<file path="src/rtl/usb_rx_rcu.sv">
// USB RX receiver control unit: gates the bit timer, checks SYNC/PID,
// pushes payload bytes to the RX FIFO and reports status to the endpoint.
module usb_rx_rcu #(
    parameter logic [7:0] SYNC_BYTE = 8'h80,
    parameter int         MAX_BYTES = 66
) (
    input  logic       clk,
    input  logic       n_rst,
    input  logic       d_edge,
    input  logic       eop,
    input  logic       shift_enable,
    input  logic       byte_received,
    input  logic [7:0] rcv_data,
    output logic       enable_timer,
    output logic       rcving,
    output logic       w_enable,
    output logic [3:0] rx_pid,
    output logic       pid_valid,
    output logic       r_error,
    output logic [6:0] byte_count
);

    localparam logic [6:0] MAX_CNT = 7'(MAX_BYTES);

    typedef enum logic [3:0] {
        IDLE,
        SYNC_WAIT,
        CHECK_SYNC,
        PID_WAIT,
        CHECK_PID,
        DATA_WAIT,
        STORE,
        EOP_WAIT,
        ERR,
        ERR_EOP_WAIT,
        ERR_IDLE
    } state_t;

    state_t state;
    state_t next;
    logic   eop_s;
    logic   pid_ok;
    logic   start;

    assign eop_s  = eop & shift_enable;
    assign pid_ok = (rcv_data[7:4] == ~rcv_data[3:0]);

    always_comb begin
        next  = state;
        start = 1'b0;
        unique case (state)
            IDLE: begin
                if (d_edge) begin
                    next  = SYNC_WAIT;
                    start = 1'b1;
                end
            end
            SYNC_WAIT: begin
                if (byte_received) next = CHECK_SYNC;
                else if (eop_s)    next = ERR;
            end
            CHECK_SYNC: begin
                next = (rcv_data == SYNC_BYTE) ? PID_WAIT : ERR;
            end
            PID_WAIT: begin
                if (byte_received) next = CHECK_PID;
                else if (eop_s)    next = ERR;
            end
            CHECK_PID: begin
                next = pid_ok ? DATA_WAIT : ERR;
            end
            // EOP wins over a coincident byte; a full packet turns the next byte into an error
            DATA_WAIT: begin
                if (eop_s) begin
                    next = EOP_WAIT;
                end else if (byte_received) begin
                    next = (byte_count == MAX_CNT) ? ERR : STORE;
                end
            end
            STORE: begin
                next = DATA_WAIT;
            end
            EOP_WAIT: begin
                if (d_edge) next = IDLE;
            end
            ERR: begin
                if (eop_s) next = ERR_EOP_WAIT;
            end
            ERR_EOP_WAIT: begin
                if (d_edge) next = ERR_IDLE;
            end
            ERR_IDLE: begin
                if (d_edge) begin
                    next  = SYNC_WAIT;
                    start = 1'b1;
                end
            end
            default: begin
                next = IDLE;
            end
        endcase
    end

    always_ff @(posedge clk or negedge n_rst) begin
        if (!n_rst) begin
            state      <= IDLE;
            rx_pid     <= 4'h0;
            pid_valid  <= 1'b0;
            r_error    <= 1'b0;
            byte_count <= 7'd0;
        end else begin
            state <= next;
            if (start) begin
                r_error    <= 1'b0;
                pid_valid  <= 1'b0;
                byte_count <= 7'd0;
            end
            if (next == ERR && state != ERR) begin
                r_error <= 1'b1;
            end
            if (state == CHECK_PID && pid_ok) begin
                rx_pid    <= rcv_data[3:0];
                pid_valid <= 1'b1;
            end
            if (state == STORE && byte_count != MAX_CNT) begin
                byte_count <= byte_count + 7'd1;
            end
        end
    end

    assign w_enable = (state == STORE);

    assign rcving = (state != IDLE) && (state != ERR_IDLE);

    assign enable_timer = (state == SYNC_WAIT) || (state == CHECK_SYNC) ||
                          (state == PID_WAIT)  || (state == CHECK_PID)  ||
                          (state == DATA_WAIT) || (state == STORE)      ||
                          (state == ERR);

endmodule

</file>
<file path="config.mk">
export PLATFORM = sky130hd
export DESIGN_NAME = usb_rx_rcu
export DESIGN_NICKNAME = d
export VERILOG_FILES = /design/src/rtl/usb_rx_rcu.sv
export SDC_FILE = /design/constraint.sdc
export NUM_CORES = 1
export LEC_CHECK = 0
export ABC_AREA = 1
export CORE_MARGIN = 2
export CORE_UTILIZATION = 52
export CTS_CLUSTER_DIAMETER = 60
export DETAILED_ROUTE_END_ITERATION = 6
export PLACE_DENSITY_LB_ADDON = 0.2
export SLEW_MARGIN = 20
export SYNTH_ARGS = -nofsm -noshare
export SYNTH_HDL_FRONTEND = slang
export SYNTH_SLANG_ARGS = --single-unit
</file>
<file path="constraint.sdc">
create_clock -name clk -period 3.2 [get_ports clk]
set_input_delay 0.64 -clock clk [delete_from_list [all_inputs] [get_ports clk]]
set_output_delay 0.64 -clock clk [all_outputs]
set_load 0.05 [all_outputs]
</file>
==> flow_summary.toml, run 1 <==
[cts]
root_buffer = "clkbuf_4"
clock_latency_ns = 0.31
cts.path.max_buffers = 2
ctsHoldBuffers = 0
cts_tree = "yes"
clk_pin_slew_ns = 0.11
cts.sinks = 17
numCtsBuffers = 3
h-tree-depth = 1
postCtsSetupRepairBufs = 0
cts-resized-gates = 0

[timing]
slew-limit-headroom_pct = 48.83
clock_skew_ns = 0.003835
min_period_ns = 2.827
rsz0062_at_grt = "no"
finalHoldViolCount = 0
report.final.slew_viol_count = 0
post-route-period-util_pct = 88.33
worst_slew_pin_slew_ns = 0.7652
max_freq_ghz = 0.3538
setup_tns_ns = 0
setup_viol = 0
worst_slack_ns = 0.3733

[worst_hold_path]
hold_class = "register to register"
hold-path-cell-count = 2
min_from = "rx_pid[2]$_DFFE_PN0P_"

[synth]
yosys_warnings = 0
netlist_area_um2 = 1209
yosysSeqAreaShare_pct = 35.20
synth_top_area_cell = "dfrtp_1"
syn_nets = 206
syn_area_per_cell_um2 = 6.361
synth_cell_types = 23
synthCells = 190
synth_area_leaders = "dfrtp_1 (35%), nand2_1 (19%), nor2_1 (8.7%), inv_1 (7.8%), nand3_1 (6.6%)"
ys_ff_latch = 17
synth_top_area_share_pct = 35.20

[grt]
grt_overflow = 0
grt_pass1_wl_um = 5388
grtUsageTotal_pct = 26.48
grt_pass1_vias = 1298
grt_max_degree = 18
antenna_found_initial = 0

[layout]
fill_cells = 198
area_growth_pct = 29.19
regArea_um2 = 425.4
antenna_cells = 0
layout-drive-gt1-share_pct = 9.417
final_util_pct = 70.59
multi_input_area_um2 = 666.9
nets = 240
final_common_cell = "nand2_1"
final_cell_mix = "nand2_1 (62), clkdlybuf4s50_1 (29), nor2_1 (28), inv_1 (25), dfrtp_1 (17)"

[floorplanning]
pin_count = 30
start_util_pct = 54.64
dieWidth_um = 52.21
dieArea_um2 = 2726
die_y_um = 52.21
core_area_um2 = 2212
row_count = 17

[routing]
drtIter0Drc = 39
viasPerCell = 5.279
vias = 1325
drt-total-wl_um = 3173
drtAntennaViolNets = 0
drc_errors = 0
first_pass_iters = 5
wire_per_inst_um = 12.64

[place]
dp_slack_ns = 0.7407
place.gp.congestion = 0.9531
dp_hpwl_um = 2502
io_buffers = 29

[power_and_ir_drop]
p_leak_nw = 0.8280
pwr-share-comb_pct = 58.1
p_switching_uw = 508.6
peakVddDrop_mv = 0.4436
switching_share_pct = 51.38
p_int_uw = 481.3
clockPowerShare_pct = 12.6
seqPwrFrac_pct = 29.3
power_density_nw_per_um2 = 634.0

[run]
drv_cap = 0

[worst_setup_path]
critical_path.most_common_cell = "nor2_1"
startpoint_type = "register"
worstSetupEndpointType = "output port"
crit_slowest_cell = "clkdlybuf4s50_1"
crit_fanout = 4
r2r_start = "state[2]$_DFF_PN0_"
regToRegSetupSlack_ns = 1.55
worstPathArrival_ns = 2.19
crit_path_cell_trace = "inv_2 > nor2_1 > nand2_1 > nor2_1 > inv_1 > o221ai_1 > clkdlybuf4s50_1"
reg2reg_depth = 10
required_ns = 2.56
critPathMaxStageDelay_ns = 0.83
cp_top_family = "buffers and inverters"
cp.buffers_inverters = 3
path_class = "register to output port"
critical_path_depth = 7
crit_start = "state[3]$_DFF_PN0_"

[outcome]
status = "finished, final reports clean"
[tightest hold or removal path, stage by stage (launching register included)]
cell and delay [ns]:
dfrtp_1 0.37, nand2_1 0.05, nand2_1 0.05
[layer usage]
layer / vias to the layer above / global-route usage [%] / routed length (um)
met4: 0 / 13.25 / 95
met5: - / 0 / 0
met2: 59 / 45.99 / 1531
met3: 15 / 4.286 / 200
met1: 587 / 31.41 / 1346
li1: 664 / - / -
[flip-flops by register name (all words and copies together), names as in the netlist]
register	cells
byte_count	7
rx_pid	4
state	4
pid_valid	1
r_error	1
[per-stage QoR]
step	hold slack [ns]	power [mW]	instance area, um^2	std cells
final	0.4992	0.9899	1562	251
after CTS	0.5005	0.9891	1562	251
after floorplan	0.3444	0.6978	1209	190
after global routing	0.5360	1.063	1562	251
after global placement	0.4656	0.8551	1534	247
after detailed placement	0.4686	0.8624	1534	247
[synthesized netlist by cell type]
master	n
a21oi_1	2
o21ai_2	1
xor2_1	2
clkinv_1	1
dfrtp_1	17
ha_1	2
o22ai_1	2
nand2_2	4
nand4_1	2
o211ai_1	1
nand3_1	16
o31ai_1	2
o21ai_0	6
nand2_1	62
nand2_4	1
nor2_2	4
inv_2	5
nand3_2	2
nor3_1	3
o21ai_1	1
nor2_1	28
o221ai_1	1
inv_1	25
[cell families after synthesis]
kind of cell	after synthesis	share of synthesized area (%)
simple gates	122	43.58
buf+inv	31	9.627
flops	17	35.20
compound gates	16	8.074
xor+xnor	2	1.450
fa+ha+maj	2	2.070
[final cells by class]
class / instances / share of cell area [%]
Inverter: 31 / 7.452
Tap cell: 28 / 2.244
Multi-Input combinational cell: 142 / 42.71
Timing Repair Buffer: 29 / 18.59
Clock buffer: 3 / 1.442
Sequential cell: 17 / 27.24
Clock inverter: 1 / 0.3205
[path summary, 6_finish.rpt]
| path | endpoint |
|---|---|
| max | enable_timer |
| min | rx_pid[2]$_DFFE_PN0P_ |
| max reg2reg | r_error$_DFFE_PN0P_ |
| min reg2reg | rx_pid[2]$_DFFE_PN0P_ |
| max in group asynchronous | byte_count[5]$_DFFE_PN0P_ |
| min in group asynchronous | rx_pid[1]$_DFFE_PN0P_ |
[power groups by stage]
stage | registers (mW) | clock network, mW | logic [mW]
finish | 0.290 | 0.124 | 0.575
CTS | 0.289 | 0.128 | 0.572
floorplan | 0.334 | 0 | 0.364
global route | 0.293 | 0.135 | 0.635
global placement | 0.290 | 0 | 0.565
detailed placement | 0.292 | 0 | 0.571
(Power assumes the default switching activity.)
==> run 2, diff against run 1 <==
--- a/config.mk
+++ b/config.mk
@@ -7,11 +7,10 @@
 export LEC_CHECK = 0
 export ABC_AREA = 1
 export CORE_MARGIN = 2
-export CORE_UTILIZATION = 52
+export CORE_UTILIZATION = 49
 export CTS_CLUSTER_DIAMETER = 60
 export DETAILED_ROUTE_END_ITERATION = 6
 export PLACE_DENSITY_LB_ADDON = 0.2
-export SLEW_MARGIN = 20
 export SYNTH_ARGS = -nofsm -noshare
 export SYNTH_HDL_FRONTEND = slang
 export SYNTH_SLANG_ARGS = --single-unit
==> constraint.sdc (replaced) <==
create_clock -name clk -period 3.15 [get_ports clk]
set_input_delay 0.63 -clock clk [delete_from_list [all_inputs] [get_ports clk]]
set_output_delay 0.63 -clock clk [all_outputs]
set_load 0.05 [all_outputs]
==> run 2 against run 1 <==
Effect of this change:
- clock power about the same
- non-clock buffer count unchanged
- sequential power barely moved
- cell count unchanged
- worst hold slack gained 0.011 ns
- setup slack gained 0.0069 ns
- register-to-register slack worse by 0.06 ns
- via count is 5.5% lower
- count of clock-buffer cells in the layout is the same
- combinational power rose by 2%
- utilization down 1.9 points
- largest power group unchanged
==> flow_summary.toml, run 2 (synthesized netlist as in run 1, its figures left out) <==
[outcome]
status = "finished, final reports clean"

[place]
dp_slack_ns = 0.7209
io_buffers = 29
placedCellCount = 247
place.gp.congestion = 0.9227
dp_hpwl_um = 2329

[power_and_ir_drop]
peakVddDrop_mv = 0.5098
p_leak_nw = 0.8242
power_density_nw_per_um2 = 639.8

[cts]
cts_tree = "yes"
numCtsBuffers = 3
cts.path.max_buffers = 2
root_buffer = "clkbuf_4"
cts-resized-gates = 0
ctsHoldBuffers = 0
clock_latency_ns = 0.30
clk_pin_slew_ns = 0.11
cts.sinks = 17
postCtsSetupRepairBufs = 0
h-tree-depth = 1

[grt]
grtUsageTotal_pct = 23.58
antenna_found_initial = 0
grt_max_degree = 18
grt_pass1_wl_um = 4995
grt_overflow = 0
grt_pass1_vias = 1227

[floorplanning]
row_count = 17
dieArea_um2 = 2880
dieWidth_um = 53.67
pin_count = 30
start_util_pct = 53.11
core_area_um2 = 2276
die_y_um = 53.67

[layout]
antenna_cells = 0
area_growth_pct = 29.40
largest_reg_flops = 7
top_register = "byte_count"
largest_registers = "byte_count: 7 flops, rx_pid: 4 flops, state: 4 flops"
finalNonFillerCells = 251
fill_cells = 194
final_cell_mix = "nand2_1 (62), clkdlybuf4s50_1 (29), nor2_1 (28), inv_1 (25), dfrtp_1 (17)"
final_common_cell = "nand2_1"
final_util_pct = 68.72
multi_input_area_um2 = 666.9
nets = 240
layout-drive-gt1-share_pct = 9.417
regArea_um2 = 425.4

[routing]
viasPerCell = 4.988
drtIter0Drc = 41
drt-total-wl_um = 2829
first_pass_iters = 5
wire_per_inst_um = 11.27
vias = 1252
drc_errors = 0
drtAntennaViolNets = 0

[timing]
worst_slew_pin_slew_ns = 0.7935
max_freq_ghz = 0.3610
worst_slack_ns = 0.3802
min_period_ns = 2.770
clock_skew_ns = 0.002371
setup_viol = 0
finalHoldViolCount = 0
rsz0062_at_grt = "no"
setup_tns_ns = 0
slew-limit-headroom_pct = 46.93
post-route-period-util_pct = 87.93
report.final.slew_viol_count = 0

[worst_setup_path]
crit_path_cell_trace = "inv_2 > nor2_1 > nand2_1 > nor2_1 > inv_1 > o221ai_1 > clkdlybuf4s50_1"
startpoint_type = "register"
path_class = "register to output port"
crit_slowest_cell = "clkdlybuf4s50_1"
crit_start = "state[3]$_DFF_PN0_"
crit_fanout = 4
critical_path.most_common_cell = "nor2_1"
critPathMaxStageDelay_ns = 0.83
worstPathArrival_ns = 2.14
worstSetupEndpointType = "output port"
required_ns = 2.52
r2r_start = "byte_count[0]$_DFFE_PN0P_"

[worst_hold_path]
hold_class = "register to register"
min_from = "rx_pid[0]$_DFFE_PN0P_"

[run]
drv_cap = 0
run 2: final timing paths:
path / to / cells after the start / slack, ns
min in group asynchronous: byte_count[4]$_DFFE_PN0P_ / 1 / 0.78
worst min-delay path: rx_pid[0]$_DFFE_PN0P_ / 2 / 0.51
max in group asynchronous: state[1]$_DFF_PN0_ / 1 / 1.88
worst max register to register: r_error$_DFFE_PN0P_ / 12 / 1.49
worst min register to register: rx_pid[0]$_DFFE_PN0P_ / 2 / 0.51
worst max-delay path: enable_timer / 7 / 0.38
run 2: worst max-delay path, delay by kind of cell, from the launching register on:
kind,cells,cell delay (ns)
flops,1,0.42
buf+inv,3,0.97
simple gates,3,0.38
compound gates,1,0.07
run 2: power breakdown:
part / internal [mW] / switching [mW]
logic: 0.190 / 0.395
clock network: 0.0484 / 0.0755
registers: 0.252 / 0.0405
total: 0.490 / 0.511
run 2: layout make-up:
cell class                 count  area share (%)
clock inverter                 1          0.4800
inverter                      31           7.440
clock buffer                   3           1.440
tap                           28           2.240
multi-input combinational    142           42.64
sequential                    17           27.20
timing repair buffer          29           18.56
run 2: metrics by stage:
step / hold slack (ns) / power, mW / cell area, um^2
after floorplan: 0.3344 / 0.7089 / 1209
after global placement: 0.4676 / 0.8721 / 1534
after detailed placement: 0.4722 / 0.8749 / 1534
after CTS: 0.5099 / 0.9997 / 1564
after global routing: 0.5378 / 1.080 / 1564
final: 0.5099 / 1.001 / 1564
run 2: per-layer routing:
metal / vias to the layer above / share of wire (%) / GRT usage, % / wire length [um]
li1: 661 / - / - / -
met1: 542 / 45 / 29.77 / 1280
met2: 44 / 47 / 41.67 / 1316
met3: 5 / 7.5 / 4.444 / 211
met4: 0 / 0.74 / 4.701 / 21
met5: - / 0 / 0 / 0
==> run 3, diff against run 2 <==
--- a/config.mk
+++ b/config.mk
@@ -6,10 +6,12 @@
 export NUM_CORES = 1
 export LEC_CHECK = 0
 export ABC_AREA = 1
+export CORE_ASPECT_RATIO = 0.8
 export CORE_MARGIN = 2
-export CORE_UTILIZATION = 49
+export CORE_UTILIZATION = 60
 export CTS_CLUSTER_DIAMETER = 60
 export DETAILED_ROUTE_END_ITERATION = 6
+export DONT_BUFFER_PORTS = 1
 export PLACE_DENSITY_LB_ADDON = 0.2
 export SYNTH_ARGS = -nofsm -noshare
 export SYNTH_HDL_FRONTEND = slang
==> run 3 against run 2 <==
Effect of this change:
- clock power about the same
- die area down 17%
- maximum frequency up 22%
- clock skew up 0.0046 ns
- flip-flop and latch count unchanged
- setup slack better by 0.50 ns
- cell count down 12%
- cell area down 18%
- via count down 0.64%
- worst hold slack worse by 0.064 ns
- count of clock-buffer cells in the layout unchanged
- critical endpoint unchanged
- largest cell class unchanged
==> flow_summary.toml, run 3 (synthesized netlist as in run 1, its figures left out) <==
[timing]
post-route-period-util_pct = 71.93
min_period_ns = 2.266
worst_slack_ns = 0.8842
worst_slew_pin_slew_ns = 0.7707
report.final.slew_viol_count = 0
setup_tns_ns = 0
clock_skew_ns = 0.006996
finalHoldViolCount = 0
max_freq_ghz = 0.4413
rsz0062_at_grt = "no"
slew-limit-headroom_pct = 48.45
setup_viol = 0

[cts]
clk_pin_slew_ns = 0.11
ctsHoldBuffers = 0
cts.path.max_buffers = 2
clock_latency_ns = 0.30
cts.sinks = 17
root_buffer = "clkbuf_4"
cts_tree = "yes"
numCtsBuffers = 3
h-tree-depth = 1
cts-resized-gates = 0
postCtsSetupRepairBufs = 0

[floorplanning]
core_area_um2 = 1892
die_y_um = 44.15
dieArea_um2 = 2392
pin_count = 30
row_count = 14
start_util_pct = 63.89
dieWidth_um = 54.18

[worst_setup_path]
worstSetupEndpointType = "output port"
crit_slowest_cell = "dfrtp_1"
required_ns = 2.52
critPathMaxStageDelay_ns = 0.44
worstPathArrival_ns = 1.64
cp_top_family = "flip-flops"
startpoint_type = "register"
path_class = "register to output port"
cp.buffers_inverters = 3
crit_path_cell_trace = "inv_2 > nor2_1 > nand2_1 > nor2_1 > inv_1 > o221ai_1 > buf_4"
critical_path.most_common_cell = "nor2_1"
crit_fanout = 4

[power_and_ir_drop]
peakVddDrop_mv = 0.6598
power_density_nw_per_um2 = 733.9
p_leak_nw = 0.7264

[routing]
drc_errors = 0
wire_per_inst_um = 13.61
drtIter0Drc = 44
viasPerCell = 5.655
first_pass_iters = 5
drtAntennaViolNets = 0
drt-total-wl_um = 2995
vias = 1244

[layout]
fill_cells = 163
stdcell_area_um2 = 1286
finalNonFillerCells = 220
largest_registers = "byte_count: 7 flops, rx_pid: 4 flops, state: 4 flops"
final_cell_mix = "nand2_1 (62), nor2_1 (28), inv_1 (25), dfrtp_1 (17), nand3_1 (16)"
layout-drive-gt1-share_pct = 11.22
area_growth_pct = 6.418
regArea_um2 = 425.4
multi_input_area_um2 = 666.9
nets = 213
final_util_pct = 67.99
final_common_cell = "nand2_1"
top_register = "byte_count"
largest_reg_flops = 7
antenna_cells = 0

[place]
placedCellCount = 215
dpl_cell_area_um2 = 1246
dp_hpwl_um = 2442
place.gp.congestion = 0.9427
io_buffers = 0
dp_slack_ns = 1.195

[grt]
antenna_found_initial = 0
grt_overflow = 0
grtUsageTotal_pct = 27.99
grt_pass1_wl_um = 4795
grt_pass1_vias = 1155
grt_max_degree = 18

[run]
drv_cap = 0

[worst_hold_path]
hold_class = "input port to register"

[outcome]
status = "finished, final reports clean"
## run 3: cell types whose count changed in the layout (fill, tap and decap cells not counted), sizes merged
cell,previous run,this run
clkdlybuf4s50,29,0
dlygate4sd3,0,1
buf,0,1
## run 3: path summary, 6_finish.rpt
kind,startpoint,end,slack (ns),cells after the start
worst min-delay path,rcv_data[0],rx_pid[0]$_DFFE_PN0P_,0.45,2
worst max-delay path,state[3]$_DFF_PN0_,enable_timer,0.88,7
min in group asynchronous,n_rst,r_error$_DFFE_PN0P_,0.84,1
worst max register to register,byte_count[0]$_DFFE_PN0P_,byte_count[5]$_DFFE_PN0P_,1.15,10
max in group asynchronous,n_rst,state[2]$_DFF_PN0_,1.83,1
worst min register to register,state[1]$_DFF_PN0_,state[1]$_DFF_PN0_,0.70,2
## run 3: stage by stage
stage / power, mW / hold WS, ns
after floorplan: 0.7089 / 0.3344
after global placement: 0.7905 / 0.3347
after detailed placement: 0.8092 / 0.3349
after CTS: 0.9336 / 0.001129
after global routing: 1.010 / 0.4422
final: 0.9440 / 0.4457
## run 3: layer usage
layer  global-route usage [%]  share of wire (%)  vias up  wire, um
li1                         -                  -      610         -
met1                    33.19                 40      547      1201
met2                    47.47                 48       71      1445
met3                    8.108                9.0       16       271
met4                    11.00                2.5        0        76
met5                        0                  0        -         0
## run 3: cell type report
cell class / count / area share [%]
Tap cell: 24 / 2.335
Clock buffer: 3 / 1.751
Inverter: 31 / 9.047
Sequential cell: 17 / 33.07
Timing Repair Buffer: 2 / 1.362
Clock inverter: 1 / 0.5837
Multi-Input combinational cell: 142 / 51.85
## run 3: worst register-to-register path, cell delays in order, from the launching register on
cell and delay, ns:
dfrtp_1 0.69, inv_1 0.16, ha_1 0.23, nand2_1 0.07, inv_1 0.05, nand3_1 0.09, nand2_2 0.15, clkinv_1 0.10
nand3_1 0.12, nand3_1 0.13, o21ai_1 0.09
## run 3: power by group
group / switching (mW) / total [mW] / internal (mW)
Combinational: 0.339 / 0.470 / 0.130
Sequential: 0.0982 / 0.349 / 0.251
Clock: 0.0766 / 0.125 / 0.0483
Total: 0.514 / 0.944 / 0.430
